### config.mk
export PLATFORM = sky130hd
export DESIGN_NAME = control_unit
export DESIGN_NICKNAME = d
export VERILOG_FILES = /design/src/rtl/control_unit.sv
export SDC_FILE = /design/constraint.sdc
export NUM_CORES = 1
export LEC_CHECK = 0
export ABC_AREA = 1
export CAP_MARGIN = 5
export CELL_PAD_IN_SITES_DETAIL_PLACEMENT = 1
export CELL_PAD_IN_SITES_GLOBAL_PLACEMENT = 1
export CORE_AREA = 2 2 40 42
export DETAILED_ROUTE_END_ITERATION = 8
export DIE_AREA = 0 0 42 44
export DONT_BUFFER_PORTS = 1
export GPL_TIMING_DRIVEN = 0
export PLACE_DENSITY_LB_ADDON = 0.1
export REMOVE_ABC_BUFFERS = 1
export SLEW_MARGIN = 40
export SYNTH_ARGS = -nofsm -noshare
export SYNTH_HDL_FRONTEND = slang
export SYNTH_SLANG_ARGS = --single-unit
### constraint.sdc
create_clock -name clk -period 1 [get_ports clk]
set_input_delay 0.2 -clock clk [delete_from_list [all_inputs] [get_ports clk]]
set_output_delay 0.2 -clock clk [all_outputs]
set_load 0.01 [all_outputs]
### src/rtl/control_unit.sv
// control_unit: multi-cycle fetch/decode/execute sequencer; CU_ILLEGAL_TRAP_EN traps undefined opcodes into HALT
module control_unit (
  input  logic       clk,
  input  logic       rst,
  input  logic       start,
  input  logic [5:0] opcode,
  input  logic       mem_ready,
  input  logic       alu_zero,
  output logic       mem_rd,
  output logic       mem_wr,
  output logic       load_ir,
  output logic       pc_inc,
  output logic       pc_load,
  output logic [3:0] alu_op,
  output logic       reg_wr,
  output logic       busy,
  output logic       halted,
  output logic       illegal
);
  localparam logic [2:0] IDLE   = 3'd0;
  localparam logic [2:0] FETCH  = 3'd1;
  localparam logic [2:0] LDIR   = 3'd2;
  localparam logic [2:0] DECODE = 3'd3;
  localparam logic [2:0] EXEC   = 3'd4;
  localparam logic [2:0] MEM    = 3'd5;
  localparam logic [2:0] WB     = 3'd6;
  localparam logic [2:0] HALT   = 3'd7;
`ifdef CU_ILLEGAL_TRAP_EN
  localparam logic [2:0] ILL_NXT = HALT;
`else
  localparam logic [2:0] ILL_NXT = FETCH;
`endif
  logic [2:0] st, nxt;
  logic is_nop, is_alu, is_ld, is_st, is_brz, is_jmp, is_halt;
  assign is_nop  = opcode == 6'd0;
  assign is_alu  = opcode >= 6'd1 && opcode <= 6'd5;
  assign is_ld   = opcode == 6'd8;
  assign is_st   = opcode == 6'd9;
  assign is_brz  = opcode == 6'd16;
  assign is_jmp  = opcode == 6'd17;
  assign is_halt = opcode == 6'd63;
  // state register; reset aborts any in-flight access immediately
  always_ff @(posedge clk or negedge rst)
    if (!rst) st <= IDLE;
    else st <= nxt;
  // next-state sequencing; opcode is only trusted from DECODE onwards
  always_comb begin
    nxt = st;
    case (st)
      IDLE:    nxt = start ? FETCH : IDLE;
      FETCH:   nxt = mem_ready ? LDIR : FETCH;
      LDIR:    nxt = DECODE;
      DECODE:  nxt = (is_alu || is_brz || is_jmp) ? EXEC :
                     (is_ld || is_st) ? MEM :
                     is_halt ? HALT :
                     is_nop ? FETCH : ILL_NXT;
      EXEC:    nxt = is_alu ? WB : FETCH;
      MEM:     nxt = !mem_ready ? MEM : is_ld ? WB : FETCH;
      WB:      nxt = FETCH;
      HALT:    nxt = HALT;
      default: nxt = IDLE;
    endcase
  end
`ifdef CU_ILLEGAL_TRAP_EN
  logic ill_q;
  // sticky record of an undefined opcode seen in DECODE
  always_ff @(posedge clk or negedge rst)
    if (!rst) ill_q <= 1'b0;
    else if (st == DECODE && !(is_nop || is_alu || is_ld || is_st || is_brz || is_jmp || is_halt)) ill_q <= 1'b1;
  assign illegal = ill_q;
`else
  assign illegal = 1'b0;
`endif
  assign mem_rd  = st == FETCH || (st == MEM && is_ld);
  assign mem_wr  = st == MEM && is_st;
  assign load_ir = st == LDIR;
  assign pc_inc  = st == LDIR;
  assign pc_load = st == EXEC && (is_jmp || (is_brz && alu_zero));
  assign alu_op  = ((st == EXEC || st == WB) && is_alu) ? opcode[3:0] : (st == MEM) ? 4'd1 : 4'd0;
  assign reg_wr  = st == WB;
  assign busy    = st != IDLE && st != HALT;
  assign halted  = st == HALT;
endmodule
==> results of run 1 <==
power breakdown:
part,internal (mW),total [mW],switching [mW]
registers,0.122,0.122,0
clock network,0.149,0.206,0.0565
logic,0.0142,0.0485,0.0343
layer usage:
metal,track usage,share of wire,vias to the layer above
met4,0.07742,0,0
met2,0.2531,0.51,13
met3,0.02917,0.032,0
met5,0,0,-
met1,0.2040,0.46,243
li1,-,-,265
critical path: cells and delay by family (launching register included):
| kind | cells | cell delay [ns] |
|---|---|---|
| compound gates | 1 | 0.23 |
| buf+inv | 1 | 0.08 |
| flops | 1 | 0.43 |
| simple gates | 1 | 0.20 |
per-stage QoR:
stage | area (um2) | hold WS, ns
global route | 663.1 | 0.1540
finish | 663.1 | 0.1367
detailed placement | 427.9 | -0.09551
global placement | 427.9 | -0.09551
floorplan | 407.9 | -0.09559
CTS | 601.8 | 0.1411
final cells by class:
cell class / count / area (um2)
clock buffers: 4 / 26.28
fillers: 196 / 755.7
repair buffers: 7 / 66.31
well taps: 16 / 20.02
inverters: 13 / 53.80
multi-input cells: 61 / 417.9
flip-flops and latches: 3 / 78.83
worst min path at each step:
stage	end	cells after the start
2_1_floorplan	st[0]	0
3_3_place_gp	st[1]	0
3_5_place_dp	st[1]	0
4_1_cts	st[0]	2
5_1_grt	st[0]	2
6_report	st[0]	2
cell families (layout without fill, tap and decap cells):
kind of cell    after synthesis  after routing
other cells                   1              2
simple gates                 51             51
buf+inv                      16             24
flops                         3              3
compound gates                8              8
Yosys cell counts (2+ instances only):
library cell and count:
o21ai_0 3, nand3_1 5, inv_1 12, buf_4 3
o21ai_1 2, nand4_1 6, nor3_1 2, nand2_1 16
nor2_2 2, nor2_1 17, dfrtp_1 3, a21oi_1 3
timing repair:
item,CTS,global route
pin swaps,8,12
buffers inserted,6,1
resized for setup,29,15
endpoints found under the hold margin,3,0
hold buffers,1,0
setup endpoints to repair,14,14
==> reports/qor.csv, run 1 <==
stage,metric,value,unit
run_status,status,finished with violations,
run_status,violated checks,setup timing,
clocking,worst skew pair latency,0.23,ns
yosys,register area share after synthesis,0.1760,
timing,post-route setup TNS,-3.939,ns
floorplanning,number of core rows,14,
timing,setup ws final,-0.3745,ns
yosys,share of the synthesized area in the top cell type,0.1760,
floorplanning,Ports,24,
finish,post-layout util,0.4674,
finish,"non-filler cells, final",104,
finish,biggest regs,st: 3 flops,
critical_path,Worst Path Required,0.80,ns
placed_design,Placed Cells,93,
timing,Highest Clock Rate,727.5,MHz
clocking,clk sinks,3,
critical_path,slowest CP cell,dfrtp_2,
finish,Area Overhead vs Synth,55.43,%
power,Power Total,0.3761,mW
finish,"leading cell type in the layout, fill and taps excluded",nand2_1,
timing,fin. max-slew vios,0,
global_route,largest net degree at the start of global routing,7,
route,vias per std cell,5.010,
route,drt first pass iters,4,
route,vias,521,
yosys,post-synth cell types,17,
yosys,fraction of synthesized area in multiplexers,0,
global_route,Overall Global Routing Usage,0.1578,
critical_path,worst setup path end,alu_op[0],
critical_path,Crit Path Max Fanout,4,
clocking,H-tree depth,1,
yosys,Synth area leaders,"dfrtp_1 (18%), nor2_1 (15%), nand2_1 (14%)",
clocking,CTS Buf Count,3,
yosys,Post-synth EDFFs,0,
yosys,Synth Warn #,0,
floorplanning,Die X,42,um
clocking,Clock transition at path regs,0.04,ns
global_route,first-pass GRT wire length,2187,um
placed_design,pre-CTS setup slack,-0.3576,ns
critical_path,Worst Reg2Reg Path Length in Cells,8,
global_route,gr ovfl total,0,
timing,crit share post-route,1.374,
global_route,vias in the first global route,513,
yosys,largest family of logic cells by synthesized area,simple AND/OR/NAND/NOR gates,
hold_path,Worst Min Path Start,start,
timing,Final setup viols,14,
placed_design,routability congestion estimate,0.7942,
route,DRT iter0 DRCs,4,
route,wire length per cell,12.88,um
critical_path,CP Cell Sequence,inv_4 -> nand4_1 -> o21ai_2,
yosys,post-synthesis simple-gate area fraction,0.5543,
yosys,complex-gate fraction of the synthesized area,0.09384,
yosys,Mean Syn Cell Area,5.401,um2
flow_run,number of max-cap violations,0,
finish,Largest Register,st,
clocking,CTS tree,done,
global_route,initial antenna violation count,0,
clocking,CTS root buf,clkbuf_4,
critical_path,Reg2Reg Launch Point,st[0],
timing,final hold violations,0,
placed_design,port bufs,0,
finish,max reg flops,3,
hold_path,Hold Crit Class,in -> reg,
power,VDD IR max,0.0003599,V
floorplanning,Chip Height,44,um
clocking,Max Root-Sink Buffers,2,
finish,layout cells sized above 1,0.4659,
finish,n_diodes,0,
finish,Layout Nets,100,
yosys,cell taking the most area after synthesis,dfrtp_1,
power,power per standard cell area,567.2,nW/um2
yosys,Post-synth ARST share,1.000,
floorplanning,core box area,1419,um2
route,post-route DRC violation count,0,
route,DRT antenna net count,0,
critical_path,CP startpoint,st[0],
yosys,Synth Area in Adders,0,
critical_path,crit end category,primary output,
yosys,Cells after Synth,79,
route,drt total wl,1340,um
floorplanning,Starting Density,0.3007,
yosys,Mapped Area,426.7,um2
timing,Layout Skew,0.001378,ns
critical_path,Setup CP Type,reg -> out,
timing,RSZ-0062 raised after global routing,true,
floorplanning,Die Area,1848,um2
placed_design,hpwl dp,1027,um
finish,most frequent cells in the layout,"nand2_1 (12), inv_1 (10), nor2_1 (8)",
yosys,Post-synth top flop,dfrtp_1,
critical_path,RR Endpoint,st[1],
timing,min Tclk post-route,1.374,ns
critical_path,r2r setup slk,-0.22,ns
yosys,Synth Register Bits,3,
yosys,xor and xnor area share after synthesis,0,
critical_path,CP max stage delay,0.43,ns
critical_path,crit path DAT,1.17,ns
critical_path,Critical Path Start Type,flop,
power,Leakage,0.2824,nW
No activity file was read; power rests on OpenSTA's default activity.
==> inputs of run 2 (changes only) <==
==> constraint.sdc (replaced) <==
create_clock -name clk -period 1.26 [get_ports clk]
set_input_delay 0.252 -clock clk [delete_from_list [all_inputs] [get_ports clk]]
set_output_delay 0.252 -clock clk [all_outputs]
set_load 0.01 [all_outputs]
==> reports/qor.csv, run 2 (synthesis results as in run 1) <==
stage,metric,value,unit,change
finish,max reg flops,3,,unchanged
timing,RSZ-0062 raised after global routing,true,,
clocking,worst skew pair latency,0.23,ns,about the same
route,vias,518,,-0.58%
timing,hold slack,0.1882,ns,+0.05151 ns
floorplanning,Chip Height,44,um,unchanged
clocking,Max Root-Sink Buffers,2,,unchanged
critical_path,Critical Path Start Type,flop,,
route,post-route DRC violation count,0,,unchanged
critical_path,crit end category,primary output,,
route,DRT antenna net count,0,,unchanged
timing,Highest Clock Rate,701.0,MHz,
power,power per standard cell area,505.1,nW/um2,-11%
global_route,gr ovfl total,0,,unchanged
global_route,GR Util met2,0.2531,,unchanged
critical_path,Worst Reg2Reg Path Length in Cells,8,,unchanged
placed_design,port bufs,0,,unchanged
critical_path,r2r setup slk,0.04,ns,+0.26 ns
critical_path,"Buf+Inv Stages, Crit Path",1,,unchanged
hold_path,Hold Path Sink,st[0],,
critical_path,crit path DAT,1.17,ns,about the same
clocking,clk sinks,3,,unchanged
finish,Largest Register,st,,
critical_path,Crit Path Max Fanout,4,,unchanged
clocking,H-tree depth,1,,unchanged
critical_path,"delay-heaviest family, CP",flip-flops,,
timing,min Tclk post-route,1.427,ns,
global_route,Overall Global Routing Usage,0.1578,,unchanged
timing,final hold violations,0,,unchanged
route,drt first pass iters,4,,unchanged
placed_design,Placed Area,427.9,um2,unchanged
global_route,GRT met3 Usage,0.02917,,unchanged
floorplanning,core box area,1419,um2,unchanged
global_route,vias in the first global route,512,,-0.19%
floorplanning,Ports,24,,unchanged
critical_path,Worst Path Required,1.01,ns,+0.21 ns
flow_run,number of max-cap violations,0,,unchanged
clocking,CTS root buf,clkbuf_4,,
placed_design,Placed Cells,93,,unchanged
timing,Final setup viols,9,,-5
hold_path,Hold Crit Class,in -> reg,,
hold_path,hold path depth,2,,unchanged
finish,Fill cells,196,,unchanged
floorplanning,Die X,42,um,unchanged
power,Power Total,0.2976,mW,-21%
finish,n_diodes,0,,unchanged
clocking,CTS tree,done,,
power,Leakage,0.2707,nW,-4.1%
timing,crit share post-route,1.132,,
placed_design,hpwl dp,1027,um,unchanged
placed_design,routability congestion estimate,0.7942,,unchanged
route,drt total wl,1271,um,-5.1%
floorplanning,number of core rows,14,,unchanged
critical_path,Reg2Reg Launch Point,st[0],,
global_route,first-pass GRT wire length,2194,um,+0.32%
global_route,largest net degree at the start of global routing,7,,unchanged
timing,Layout Skew,0.001378,ns,unchanged
finish,Sequential cell area,78.83,um2,unchanged
global_route,met1 Track Usage GR,0.2040,,unchanged
route,DRT iter0 DRCs,6,,+2
power,VDD IR max,0.0002839,V,-21%
finish,post-route cell area,589.3,um2,-11%
route,vias per std cell,5.029,,+0.39%
clocking,Clock transition at path regs,0.04,ns,about the same
critical_path,CP Cell Sequence,inv_2 -> nand4_1 -> o21ai_2,,
finish,Multi-input gate area,360.3,um2,-14%
timing,fin. max-slew vios,0,,unchanged
finish,Area Overhead vs Synth,38.12,%,
global_route,grt peak-use layer,met2,,
floorplanning,Die Area,1848,um2,unchanged
critical_path,Setup CP Type,reg -> out,,
run_status,status,finished with violations,,
finish,most frequent cells in the layout,"nand2_1 (13), inv_1 (10), nor2_1 (9)",,
finish,"leading cell type in the layout, fill and taps excluded",nand2_1,,
timing,setup ws final,-0.1666,ns,+0.2079 ns
run_status,violated checks,setup timing,,
hold_path,Worst Min Path Start,start,,
finish,"non-filler cells, final",103,,-0.96%
floorplanning,Starting Density,0.3007,,unchanged
critical_path,RR Endpoint,st[1],,
finish,Layout Nets,99,,-1.0%
clocking,CTS Buf Count,3,,unchanged
finish,layout cells sized above 1,0.4023,,-0.06361
critical_path,slowest CP cell,dfrtp_2,,
route,wire length per cell,12.34,um,-4.2%
finish,biggest regs,st: 3 flops,,
global_route,initial antenna violation count,0,,unchanged
critical_path,CP max stage delay,0.42,ns,about the same
-- run 2: cell types whose count changed in the layout (fill, tap and decap cells not counted), moves of 2 or more --
cell	before	now
inv_2	1	3
nand2_4	3	1
nor2_4	7	4
inv_4	2	0
nor2_2	5	7
-- run 2: worst reg2reg max path, stage by stage (launching register included) --
cell and delay (ns):
dfrtp_2 0.38, buf_6 0.11, nand2_4 0.06, nor2_4 0.13
nand3_2 0.10, buf_6 0.14, o21ai_2 0.10, nor2_1 0.05
nand2_1 0.08
-- run 2: repair_timing --
action                     CTS  global route
pin swaps                    7             7
buffers inserted             4             1
hold buffers                 1             0
gates resized for setup     20             9
setup endpoints to repair   12            13
hold endpoints to repair     3             0
-- run 2: through the flow --
step	TNS, ns	utilization	setup WS [ns]
4_1_cts	-1.134	0.3862	-0.1923
5_1_grt	-1.569	0.4153	-0.2317
3_3_place_gp	-0.2467	0.3016	-0.1369
6_report	-0.9268	0.4153	-0.1666
2_1_floorplan	0	-	0.03411
3_5_place_dp	-0.2603	0.3016	-0.1496
-- run 2: routing by layer --
layer | routed length, um | part of all wire
met1 | 618 | 0.49
met2 | 608 | 0.48
met3 | 44 | 0.035
met4 | 0 | 0
met5 | 0 | 0
-- run 2: report_power, final --
| group | internal [mW] | leakage, nW | switching, mW |
|---|---|---|---|
| Combinational | 0.0111 | 0.230 | 0.0264 |
| Sequential | 0.0969 | 0.0253 | 0 |
| Clock | 0.118 | 0.0150 | 0.0448 |
-- run 2: layout make-up --
class,instances,area share
clock buffer,4,0.04459
inverter,13,0.08280
multi-input combinational,61,0.6115
sequential,3,0.1338
tap,16,0.03397
timing repair buffer,6,0.09342
-- run 2: worst max path at each step --
stage	cells past startpoint	start	end	slack, ns
after floorplan	5	st[0]	pc_load	0.03
after global placement	5	st[0]	pc_load	-0.14
after detailed placement	5	st[0]	pc_load	-0.15
after CTS	5	st[0]	mem_wr	-0.19
after global routing	3	st[0]	alu_op[0]	-0.23
final	3	st[0]	alu_op[0]	-0.17
